===== src/rtl/cpu_pkg.sv =====
// Shared types and defaults for the 16-bit pipelined CPU.
package cpu_pkg;

    localparam int unsigned DEFAULT_WIDTH             = 16;
    localparam int unsigned DEFAULT_INSTRUCTION_WIDTH = 24;
    localparam int unsigned DEFAULT_OPCODE_WIDTH      = 4;

    localparam logic [3:0] HALT_OPCODE = 4'b1111;

    typedef enum logic {
        RUN    = 1'b0,
        HALTED = 1'b1
    } fetch_state_t;

endpackage


===== src/rtl/cpu_fetch_skid.sv =====
// One-entry {instruction, pc} buffer that catches an in-flight fetch while decode stalls.
module cpu_fetch_skid
    import cpu_pkg::*;
#(
    parameter int unsigned WIDTH            = DEFAULT_WIDTH,
    parameter int unsigned INSTRUCTIONWIDTH = DEFAULT_INSTRUCTION_WIDTH
) (
    input  logic                        clk,
    input  logic                        reset,
    input  logic                        push,
    input  logic                        pop,
    input  logic                        clear,
    input  logic [INSTRUCTIONWIDTH-1:0] instrIn,
    input  logic [WIDTH-1:0]            pcIn,
    output logic                        valid,
    output logic [INSTRUCTIONWIDTH-1:0] instrOut,
    output logic [WIDTH-1:0]            pcOut
);

    always_ff @(posedge clk) begin
        if (reset) begin
            valid    <= 1'b0;
            instrOut <= '0;
            pcOut    <= '0;
        end else if (clear) begin
            valid <= 1'b0;
        end else if (push) begin
            valid    <= 1'b1;
            instrOut <= instrIn;
            pcOut    <= pcIn;
        end else if (pop) begin
            valid <= 1'b0;
        end
    end

endmodule


===== src/rtl/cpu_fetch.sv =====
// Fetch stage: sequential PC issue into synchronous imem, skid-buffered hand-off to decode,
// branch redirect and HALT parking.
module cpu_fetch
    import cpu_pkg::*;
#(
    parameter int unsigned WIDTH            = DEFAULT_WIDTH,
    parameter int unsigned INSTRUCTIONWIDTH = DEFAULT_INSTRUCTION_WIDTH,
    parameter int unsigned OPCODEWIDTH      = DEFAULT_OPCODE_WIDTH
) (
    input  logic                        clk,
    input  logic                        reset,
    output logic [WIDTH-1:0]            imemAddressF,
    output logic                        imemReadEnableF,
    input  logic [INSTRUCTIONWIDTH-1:0] imemDataF,
    input  logic                        PCSelectorF,
    input  logic [WIDTH-1:0]            branchTargetF,
    input  logic                        stallD,
    output logic [INSTRUCTIONWIDTH-1:0] InstructionD,
    output logic [WIDTH-1:0]            PCD,
    output logic                        validD,
    output logic                        haltF
);

    fetch_state_t state, nextState;

    logic [WIDTH-1:0]            pcF;
    logic [WIDTH-1:0]            reqPc;
    logic                        inflight;
    logic                        issue;
    logic                        arrivalValid;
    logic                        arrivalIsHalt;
    logic                        outFree;
    logic                        toOutput;
    logic                        skidPush;
    logic                        skidPop;
    logic                        skidValid;
    logic [INSTRUCTIONWIDTH-1:0] skidInstr;
    logic [WIDTH-1:0]            skidPc;

    always_comb begin
        outFree       = !validD || !stallD;
        issue         = !reset && (state == RUN) && !skidValid && !(validD && stallD) && !PCSelectorF;
        // Arrivals landing in the first HALTED cycle belong to the word after HALT: drop them.
        arrivalValid  = inflight && (state == RUN) && !PCSelectorF;
        arrivalIsHalt = imemDataF[INSTRUCTIONWIDTH-1 -: OPCODEWIDTH] == OPCODEWIDTH'(HALT_OPCODE);
        toOutput      = arrivalValid && outFree && !skidValid;
        skidPush      = arrivalValid && !toOutput;
        skidPop       = outFree && skidValid && !PCSelectorF;

        nextState = state;
        if (PCSelectorF) begin
            nextState = RUN;
        end else if (arrivalValid && arrivalIsHalt) begin
            nextState = HALTED;
        end
    end

    assign imemAddressF    = pcF;
    assign imemReadEnableF = issue;
    assign haltF           = (state == HALTED);

    always_ff @(posedge clk) begin
        if (reset) begin
            state <= RUN;
        end else begin
            state <= nextState;
        end
    end

    always_ff @(posedge clk) begin
        if (reset) begin
            pcF          <= '0;
            reqPc        <= '0;
            inflight     <= 1'b0;
            InstructionD <= '0;
            PCD          <= '0;
            validD       <= 1'b0;
        end else begin
            inflight <= issue;
            if (PCSelectorF) begin
                pcF <= branchTargetF;
            end else if (issue) begin
                pcF   <= pcF + WIDTH'(1);
                reqPc <= pcF;
            end

            if (PCSelectorF) begin
                validD <= 1'b0;
            end else if (outFree) begin
                if (skidValid) begin
                    InstructionD <= skidInstr;
                    PCD          <= skidPc;
                    validD       <= 1'b1;
                end else if (arrivalValid) begin
                    InstructionD <= imemDataF;
                    PCD          <= reqPc;
                    validD       <= 1'b1;
                end else begin
                    validD <= 1'b0;
                end
            end
        end
    end

    cpu_fetch_skid #(
        .WIDTH            (WIDTH),
        .INSTRUCTIONWIDTH (INSTRUCTIONWIDTH)
    ) skid (
        .clk      (clk),
        .reset    (reset),
        .push     (skidPush),
        .pop      (skidPop),
        .clear    (PCSelectorF),
        .instrIn  (imemDataF),
        .pcIn     (reqPc),
        .valid    (skidValid),
        .instrOut (skidInstr),
        .pcOut    (skidPc)
    );

endmodule


===== config.mk =====
export PLATFORM = sky130hd
export DESIGN_NAME = cpu_fetch
export DESIGN_NICKNAME = d
export VERILOG_FILES = /design/src/rtl/cpu_pkg.sv /design/src/rtl/cpu_fetch_skid.sv /design/src/rtl/cpu_fetch.sv
export SDC_FILE = /design/constraint.sdc
export NUM_CORES = 1
export LEC_CHECK = 0
export CAP_MARGIN = 20
export CORE_MARGIN = 8
export CORE_UTILIZATION = 33
export DETAILED_ROUTE_END_ITERATION = 12
export PLACE_DENSITY = 0.65
export SLEW_MARGIN = 0
export SYNTH_ARGS = -nofsm -noshare
export SYNTH_HDL_FRONTEND = slang
export SYNTH_SLANG_ARGS = --single-unit

===== constraint.sdc =====
create_clock -name clk -period 2.4 [get_ports clk]
set_input_delay 0.6 -clock clk [delete_from_list [all_inputs] [get_ports clk]]
set_output_delay 0.6 -clock clk [all_outputs]
set_load 0.02 [all_outputs]

==> results of run 1 <==
==> cells by family after synthesis <==
logic type | Yosys count | synth area share
simple gates | 210 | 0.185
compound gates | 124 | 0.169
flops | 116 | 0.491
buf+inv | 52 | 0.0476
mux | 41 | 0.0867
xor+xnor | 10 | 0.0185
fa+ha+maj | 1 | 0.00264
==> report_power, final <==
part | internal (mW) | switching, mW
sequential | 2.00 | 0.0620
combinational | 0.238 | 0.249
clock | 1.47 | 0.805
==> layer usage <==
layer | wire length, µm | vias up
met2 | 5150 | 101
li1 | - | 2116
met4 | 188 | 0
met3 | 834 | 15
met5 | 0 | -
met1 | 5850 | 1847
==> what timing repair did <==
item,CTS,global route
endpoints found under the hold margin,0,0
hold buffers,0,0
gates resized for setup,7,0
endpoints found under the setup margin,1,0
==> worst paths after layout <==
kind,start,endpoint,slack [ns],depth (start not counted)
max,stallD,imemReadEnableF,0.03,5
max reg2reg,skid.valid,InstructionD[6],0.30,6
min,skid.pcOut[5],skid.pcOut[5],0.45,2
min reg2reg,skid.pcOut[5],skid.pcOut[5],0.45,2
==> worst max-delay path: stages <==
cell	delay, ns
sky130_fd_sc_hd__dlygate4sd2_1	0.27
sky130_fd_sc_hd__a211o_4	0.36
sky130_fd_sc_hd__or3_4	0.35
sky130_fd_sc_hd__clkinv_4	0.06
sky130_fd_sc_hd__buf_4	0.13
==> placed cells by master, fill, tap and decap left out, types with 6 or more instances in the layout <==
master	Yosys	final
sky130_fd_sc_hd__nand3_1	7	7
sky130_fd_sc_hd__mux2i_1	41	41
sky130_fd_sc_hd__dfxtp_1	116	115
sky130_fd_sc_hd__clkbuf_8	0	6
sky130_fd_sc_hd__nor3_1	9	8
sky130_fd_sc_hd__nor2_1	54	54
sky130_fd_sc_hd__inv_1	7	7
sky130_fd_sc_hd__nand2_1	120	120
sky130_fd_sc_hd__a211oi_1	51	51
sky130_fd_sc_hd__clkdlybuf4s50_1	0	99
sky130_fd_sc_hd__clkbuf_16	0	17
sky130_fd_sc_hd__a21oi_1	61	61
sky130_fd_sc_hd__buf_4	1	21
sky130_fd_sc_hd__xnor2_1	9	9
==> through the flow <==
| step | TNS, ns | hold WS [ns] | utilization |
|---|---|---|---|
| 3_5_place_dp | -0.949 | 0.447 | 0.430 |
| 6_report | 0 | 0.451 | 0.469 |
| 4_1_cts | 0 | 0.454 | 0.469 |
| 5_1_grt | 0 | 0.473 | 0.469 |
| 2_1_floorplan | 0 | 0.436 | - |
| 3_3_place_gp | -0.770 | 0.441 | 0.430 |
==> final cells by class <==
class	count	share of cell area
flip-flops and latches	116	0.356
multi-input cells	386	0.338
repair buffers	123	0.183
clock buffers	27	0.0800
well taps	180	0.0345
inverters	9	0.00594
clock inverters	4	0.00306
==> sequential cells by signal, summed over array words and instances, names as in the netlist <==
name,count
InstructionD,24
skid.valid,1
validD,1
reqPc,16
haltF,1
skid.instrOut,24
PCD,16
imemAddressF,16
skid.pcOut,16
inflight,1
==> flow_summary.toml, run 1 <==
[global_routing]
groute.layer.met1.usage = 0.170
grt_antenna_before_repair = 0
grt_overflow = 0
grt_pass1_vias = 3946
globalRouteMet3Util = 0.0497
grt_util_all_layers = 0.134
grtUsageMet2 = 0.196
maximum_number_of_pins_on_one_net_before_global_route_repair = 74
first_pass_grt_wire_length_mm = 19.7
grt.busiest_layer = "met2"

[synthesis]
synthTopCellsByArea = "sky130_fd_sc_hd__dfxtp_1, sky130_fd_sc_hd__nand2_1, sky130_fd_sc_hd__mux2i_1, sky130_fd_sc_hd__a211oi_1, sky130_fd_sc_hd__a21oi_1"
yosysWarnings = 0
synth-seq-area-share = 0.491
netlist_top_cells_count = "sky130_fd_sc_hd__nand2_1, sky130_fd_sc_hd__dfxtp_1, sky130_fd_sc_hd__a21oi_1"
post_synth_inst_count = 554
synthesis.area_mm2 = 0.00473
yosys.area.top_type_share = 0.491
avgSynthCellArea_um2 = 8.54
synth_enable_flop_cells = 0
yosysMostFrequentCell = "sky130_fd_sc_hd__nand2_1"
postSynth.topFlopCell = "sky130_fd_sc_hd__dfxtp_1"
post_synth_num_cell_types = 37
synth_nets = 599
yosys.area.top_type = "sky130_fd_sc_hd__dfxtp_1"
yosys_register_bits = 116
synth-async-reset-ratio = 0

[route]
post-route-drc-count = 0
route.vias.total = 4079
drt_wl_total_mm = 12.0
drt_iter0_drc = 221
drt-vias-per-instance = 4.83
drt.antenna.violating_nets = 0
detail_route.first_pass.iterations = 4
average_wire_per_cell_in_the_routed_design_um = 14.2

[timing]
slew-limit-headroom = 0.494
report.final.slew_viol_count = 0
unrepaired_setup_endpoints_after_global_routing = "no"
clock_skews_ns = 0.00509
worst-slew-pin-transition_ns = 0.759
postLayoutSetupSlackWorst_ns = 0.0325
finalWorstPathRequiredPeriod_ns = 2.37
maxClockFrequency_mhz = 422
hold_viol = 0
finalCritPeriodShare = 0.986
setup-violations-final = 0

[setup_path]
end_kind = "primary output"
worstSetupPathType = "in -> out"
arrival_ns = 1.77
timing.critical_path.required_ns = 1.80
critPathLaunchType = "input port"
worst-path-max-fanout = 2

[clock_network]
clk_transition_reported_paths_ns = 0.05
clockBufferDepth = 2
clock_sinks = 116
clock_tree.htree_level_count = 4
cts_buffers = 17
clock_insertion_delay_worst_skew_ns = 0.41
postCtsSetupRepairBufs = 0
tritoncts = "done"
ctsRootBufferMaster = "sky130_fd_sc_hd__clkbuf_16"

[floorplanning]
rows = 43
die_y_um = 136
floorplan.initialDensity = 0.340
core_region_area_mm2 = 0.0139
boundaryPins = 103
total_die_area_mm2 = 0.0184
die_x_um = 136

[cells_and_area]
layout.area.seq_mm2 = 0.00232
diodes = 0
total_of_fill_cells_in_the_finished_design = 1303
final_area_mm2 = 0.00654
layout-drive-gt1-share = 0.0887
finalNetCount = 698
multiInputGateArea_mm2 = 0.00221
areaGrowthSynthToFinish_pct = 38.1
layout.cells.non_filler = 845

[hold_path]
hp-class = "reg -> reg"

[place]
place.detailed.hpwl_mm = 8.44
gpl_wtd_cong = 0.823
io_buffer_count = 102
place_inst = 814
dp_slack_ns = -0.699
placed_cell_area_mm2 = 0.00599

[outcome]
run_status = "finished, final reports clean"

[power_and_ir_drop]
power.density_cell_area_mw_per_mm2 = 738
peakVddDrop_mv = 0.490
report.power.total_mw = 4.82
power_leakage_nw = 2.14

[flow_run]
drv_cap = 0
Power figures use the tool's default switching activity.
==> run 2: changes to the inputs <==
CORE_UTILIZATION = 45   (was 33)
PLACE_DENSITY = 0.81   (was 0.65)
==> run 2 against run 1 <==
Wire length down 1.0%. Power decreased by 1.5%. Final area fell by 1.2%. Sequential power hardly changed. Critical path depth unchanged. Sequential share of layout area up 0.43 points. Final cell count down 5.3%. Register-to-register slack got worse by 0.08 ns. Worst setup slack worse by 0.0018 ns. Combinational power is essentially flat. Non-clock buffer count down 2. Global-route usage rose by 3.8 points. Critical endpoint unchanged. Highest routed layer unchanged.
==> flow_summary.toml, run 2 (synthesis gave the netlist of run 1 again) <==
[clock_network]
tritoncts = "done"
postCtsSetupRepairBufs = 0
clockBufferDepth = 2
clock_tree.htree_level_count = 4
clock_sinks = 116
clock_insertion_delay_worst_skew_ns = 0.50
ctsRootBufferMaster = "sky130_fd_sc_hd__clkbuf_8"
cts_buffers = 17
clk_transition_reported_paths_ns = 0.06

[setup_path]
worst-path-max-fanout = 2
arrival_ns = 1.77
end_kind = "primary output"
critPathLaunchType = "input port"
timing.critical_path.required_ns = 1.80
r2r_slack_ns = 0.22
worstSetupPathType = "in -> out"

[floorplanning]
floorplan.initialDensity = 0.461
die_x_um = 119
total_die_area_mm2 = 0.0141
die_y_um = 119
core_region_area_mm2 = 0.0103
boundaryPins = 103
rows = 37

[global_routing]
maximum_number_of_pins_on_one_net_before_global_route_repair = 77
grtUsageMet2 = 0.279
first_pass_grt_wire_length_mm = 20.2
grt_pass1_vias = 4131
grt.busiest_layer = "met2"
grt_util_all_layers = 0.172
groute.layer.met1.usage = 0.206
globalRouteMet3Util = 0.0614
grt_antenna_before_repair = 0
grt_overflow = 0

[timing]
slew-limit-headroom = 0.484
maxClockFrequency_mhz = 422
timing.setup.tns_ns = 0
clock_skews_ns = 0.00677
worst-slew-pin-transition_ns = 0.774
unrepaired_setup_endpoints_after_global_routing = "no"
hold_viol = 0
report.final.slew_viol_count = 0
finalWorstPathRequiredPeriod_ns = 2.37
finalCritPeriodShare = 0.987
final_hold_slack_ns = 0.452
setup-violations-final = 0
postLayoutSetupSlackWorst_ns = 0.0307

[place]
dp_slack_ns = -0.695
io_buffer_count = 102
place.detailed.hpwl_mm = 8.12
placed_cell_area_mm2 = 0.00592
gpl_wtd_cong = 0.820

[route]
detail_route.first_pass.iterations = 4
drt_iter0_drc = 351
drt-vias-per-instance = 5.15
drt.antenna.violating_nets = 0
route.vias.total = 4116
post-route-drc-count = 0
average_wire_per_cell_in_the_routed_design_um = 14.9
drt_wl_total_mm = 11.9

[cells_and_area]
finalCoreUtilization = 0.628
layout-drive-gt1-share = 0.0934
layout_commonest_cell = "sky130_fd_sc_hd__nand2_1"
total_of_fill_cells_in_the_finished_design = 846
finalNetCount = 696
top_regs = "InstructionD x24, skid.instrOut x24"
areaGrowthSynthToFinish_pct = 36.4
diodes = 0
layout.area.seq_mm2 = 0.00232
final_area_mm2 = 0.00646
layout_common_cells = "sky130_fd_sc_hd__nand2_1, sky130_fd_sc_hd__dfxtp_1, sky130_fd_sc_hd__clkdlybuf4s50_1"
multiInputGateArea_mm2 = 0.00221

[power_and_ir_drop]
peakVddDrop_mv = 0.345
power.density_cell_area_mw_per_mm2 = 736
power_leakage_nw = 2.09

[outcome]
run_status = "finished, final reports clean"

[hold_path]
hp-class = "reg -> reg"

[flow_run]
drv_cap = 0
run 2: cell types whose count changed in the layout (fill, tap and decap cells not counted), sizes merged:
| cell | delta |
|---|---|
| clkinvlp | +6 |
| clkbuf | -9 |
| clkinv | +3 |
| buf | -2 |
| inv | +1 |
run 2: what timing repair did:
item                                    in CTS  in global routing
endpoints found under the setup margin       1                  1
hold buffers                                 0                  0
gates resized for setup                      6                  1
run 2: worst max-delay path: stages:
cell and delay (ns):
sky130_fd_sc_hd__dlygate4sd2_1 0.27, sky130_fd_sc_hd__a211o_4 0.36, sky130_fd_sc_hd__or3_4 0.36, sky130_fd_sc_hd__clkinv_4 0.06, sky130_fd_sc_hd__buf_4 0.13
run 2: area by class of cell:
class	instances	share of cell area
multi-input cells	386	0.342
repair buffers	121	0.183
clock inverters	14	0.0167
clock buffers	18	0.0663
flip-flops and latches	116	0.360
well taps	136	0.0264
inverters	9	0.00601
run 2: metrics by stage:
| stage | total power [mW] | cells |
|---|---|---|
| after floorplan | 2.33 | 554 |
| after global placement | 2.58 | 768 |
| after detailed placement | 2.59 | 768 |
| after CTS | 4.78 | 800 |
| after global routing | 4.95 | 800 |
| final | 4.75 | 800 |
run 2: path summary, 6_finish.rpt:
kind / endpoint / start / cells after the start
setup / recovery: imemReadEnableF / stallD / 5
hold / removal: skid.instrOut[20] / skid.instrOut[20] / 2
setup reg to reg: PCD[3] / skid.valid / 6
hold reg to reg: skid.instrOut[20] / skid.instrOut[20] / 2
run 2: metal layers:
| layer | vias up | share of wire |
|---|---|---|
| li1 | 2115 | - |
| met1 | 1883 | 0.45 |
| met2 | 106 | 0.47 |
| met3 | 12 | 0.064 |
| met4 | 0 | 0.011 |
| met5 | - | 0 |
run 2: report_power, final:
group          total, mW  internal (mW)  switching [mW]  leakage, nW
sequential          2.06           2.00          0.0629        0.945
clock               2.20           1.30           0.905        0.245
combinational      0.489          0.239           0.250        0.904
==> run 3: changes to the inputs <==
GPL_TIMING_DRIVEN = 0   (was unset)
PLACE_DENSITY = 0.84   (was 0.81)
clock period = 2.01 ns   (was 2.4 ns; I/O delays follow)
==> run 3 against run 2 <==
Critical path type is now reg -> out. The flow now finishes with violations (negative setup slack). Critical path depth fell by 1. Largest cell class unchanged. Final area rose by 2.0%. Count of clock-buffer cells in the layout rose by 2. Largest power group unchanged.
==> flow_summary.toml, run 3 (synthesis gave the netlist of run 1 again) <==
[outcome]
run_status = "finished, violations left"
failed_checks = "negative setup slack"

[route]
post-route-drc-count = 0
detail_route.first_pass.iterations = 5
drt-vias-per-instance = 5.48
average_wire_per_cell_in_the_routed_design_um = 16.7
drt_wl_total_mm = 13.7
route.vias.total = 4507
drt.antenna.violating_nets = 0
drt_iter0_drc = 374

[cells_and_area]
diodes = 0
final_area_mm2 = 0.00658
areaGrowthSynthToFinish_pct = 39.1
layout_commonest_cell = "sky130_fd_sc_hd__nand2_1"
layout.cells.non_filler = 823
finalCoreUtilization = 0.641
finalNetCount = 720
total_of_fill_cells_in_the_finished_design = 840
layout-drive-gt1-share = 0.0713
top_regs = "InstructionD x24, skid.instrOut x24"
layout_common_cells = "sky130_fd_sc_hd__nand2_1, sky130_fd_sc_hd__dfxtp_1, sky130_fd_sc_hd__a21oi_1"

[global_routing]
maximum_number_of_pins_on_one_net_before_global_route_repair = 17
grt_antenna_before_repair = 0
grt_pass1_vias = 4622
grt_overflow = 0
first_pass_grt_wire_length_mm = 22.6
grt_util_all_layers = 0.196

[place]
placed_cell_area_mm2 = 0.00591
place_inst = 790
io_buffer_count = 100
dp_slack_ns = -1.27
place.detailed.hpwl_mm = 9.71
gpl_wtd_cong = 0.863

[timing]
postLayoutSetupSlackWorst_ns = -0.228
unrepaired_setup_endpoints_after_global_routing = "yes"
slew-limit-headroom = 0.488
clock_skews_ns = 0.00709
report.final.slew_viol_count = 0
hold_viol = 0
setup-violations-final = 1
finalCritPeriodShare = 1.11
final_hold_slack_ns = 0.453
worst-slew-pin-transition_ns = 0.768
finalWorstPathRequiredPeriod_ns = 2.24
maxClockFrequency_mhz = 447

[floorplanning]
total_die_area_mm2 = 0.0141
rows = 37
floorplan.initialDensity = 0.461
die_y_um = 119
die_x_um = 119
core_region_area_mm2 = 0.0103
boundaryPins = 103

[power_and_ir_drop]
peakVddDrop_mv = 0.488
power_leakage_nw = 2.53
power.density_cell_area_mw_per_mm2 = 941

[setup_path]
r2r_slack_ns = 0.04
arrival_ns = 1.74
timing.critical_path.required_ns = 1.51
critPathLaunchType = "register"
worstSetupPathType = "reg -> out"
end_kind = "primary output"
worst-path-max-fanout = 2

[clock_network]
cts_buffers = 17
clk_transition_reported_paths_ns = 0.05
ctsRootBufferMaster = "sky130_fd_sc_hd__clkbuf_8"
clock_insertion_delay_worst_skew_ns = 0.52
clockBufferDepth = 2
clock_sinks = 116
clock_tree.htree_level_count = 4
tritoncts = "done"

[flow_run]
drv_cap = 0

[hold_path]
hp-class = "reg -> reg"
run 3: cell types whose count changed in the layout (fill, tap and decap cells not counted), moves of 6 or more:
cell,change
sky130_fd_sc_hd__buf_4,-14
sky130_fd_sc_hd__dlymetal6s2s_1,+19
sky130_fd_sc_hd__clkdlybuf4s50_1,-39
sky130_fd_sc_hd__clkbuf_1,+33
sky130_fd_sc_hd__dlygate4sd2_1,+19
sky130_fd_sc_hd__clkinv_4,-6
run 3: cell type report:
class	instances	area [µm²]	share of cell area
multi-input combinational	386	2190	0.333
clock inverter	11	183	0.0277
timing repair buffer	105	1070	0.162
tap	136	170	0.0258
buffer	40	163	0.0247
sequential	116	2330	0.354
inverter	9	46.3	0.00703
clock buffer	20	435	0.0661
run 3: metal layers:
metal  track usage  wire (µm)  vias up
met5             0          0        -
met4        0.0704        299        0
met3        0.0747       1050       30
met2         0.330       6700      174
met1         0.222       5660     2148
li1              -          -     2155
run 3: per-stage QoR:
stage          power, mW  setup TNS [ns]
2_1_floorplan       2.79               0
3_3_place_gp        3.08          -35.38
3_5_place_dp        3.10          -42.77
4_1_cts             6.22          -0.291
5_1_grt             6.40           -3.04
6_report            6.20          -0.228
run 3: final timing paths:
path / cells after the start / to / startpoint
setup / recovery: 4 / imemReadEnableF / validD
hold / removal: 2 / skid.pcOut[3] / skid.pcOut[3]
setup reg to reg: 5 / InstructionD[2] / haltF
hold reg to reg: 2 / skid.pcOut[3] / skid.pcOut[3]
run 3: power breakdown:
| group | internal (mW) | switching, mW | leakage [nW] |
|---|---|---|---|
| Combinational | 0.261 | 0.316 | 1.28 |
| Sequential | 2.38 | 0.0732 | 0.946 |
| Clock | 2.15 | 1.02 | 0.304 |
| Total | 4.79 | 1.41 | 2.53 |
run 3: what timing repair did:
item	CTS	global route
setup endpoints to repair	20	60
gates resized for setup	32	20
buffers inserted	5	0
hold buffers	0	0
pin swaps	1	0
run 3: critical path, cell delays in order (launching register included):
cell and delay, ns:
sky130_fd_sc_hd__dfxtp_4 0.35, sky130_fd_sc_hd__a211o_4 0.32, sky130_fd_sc_hd__or3_4 0.38, sky130_fd_sc_hd__clkinv_8 0.07, sky130_fd_sc_hd__buf_8 0.10
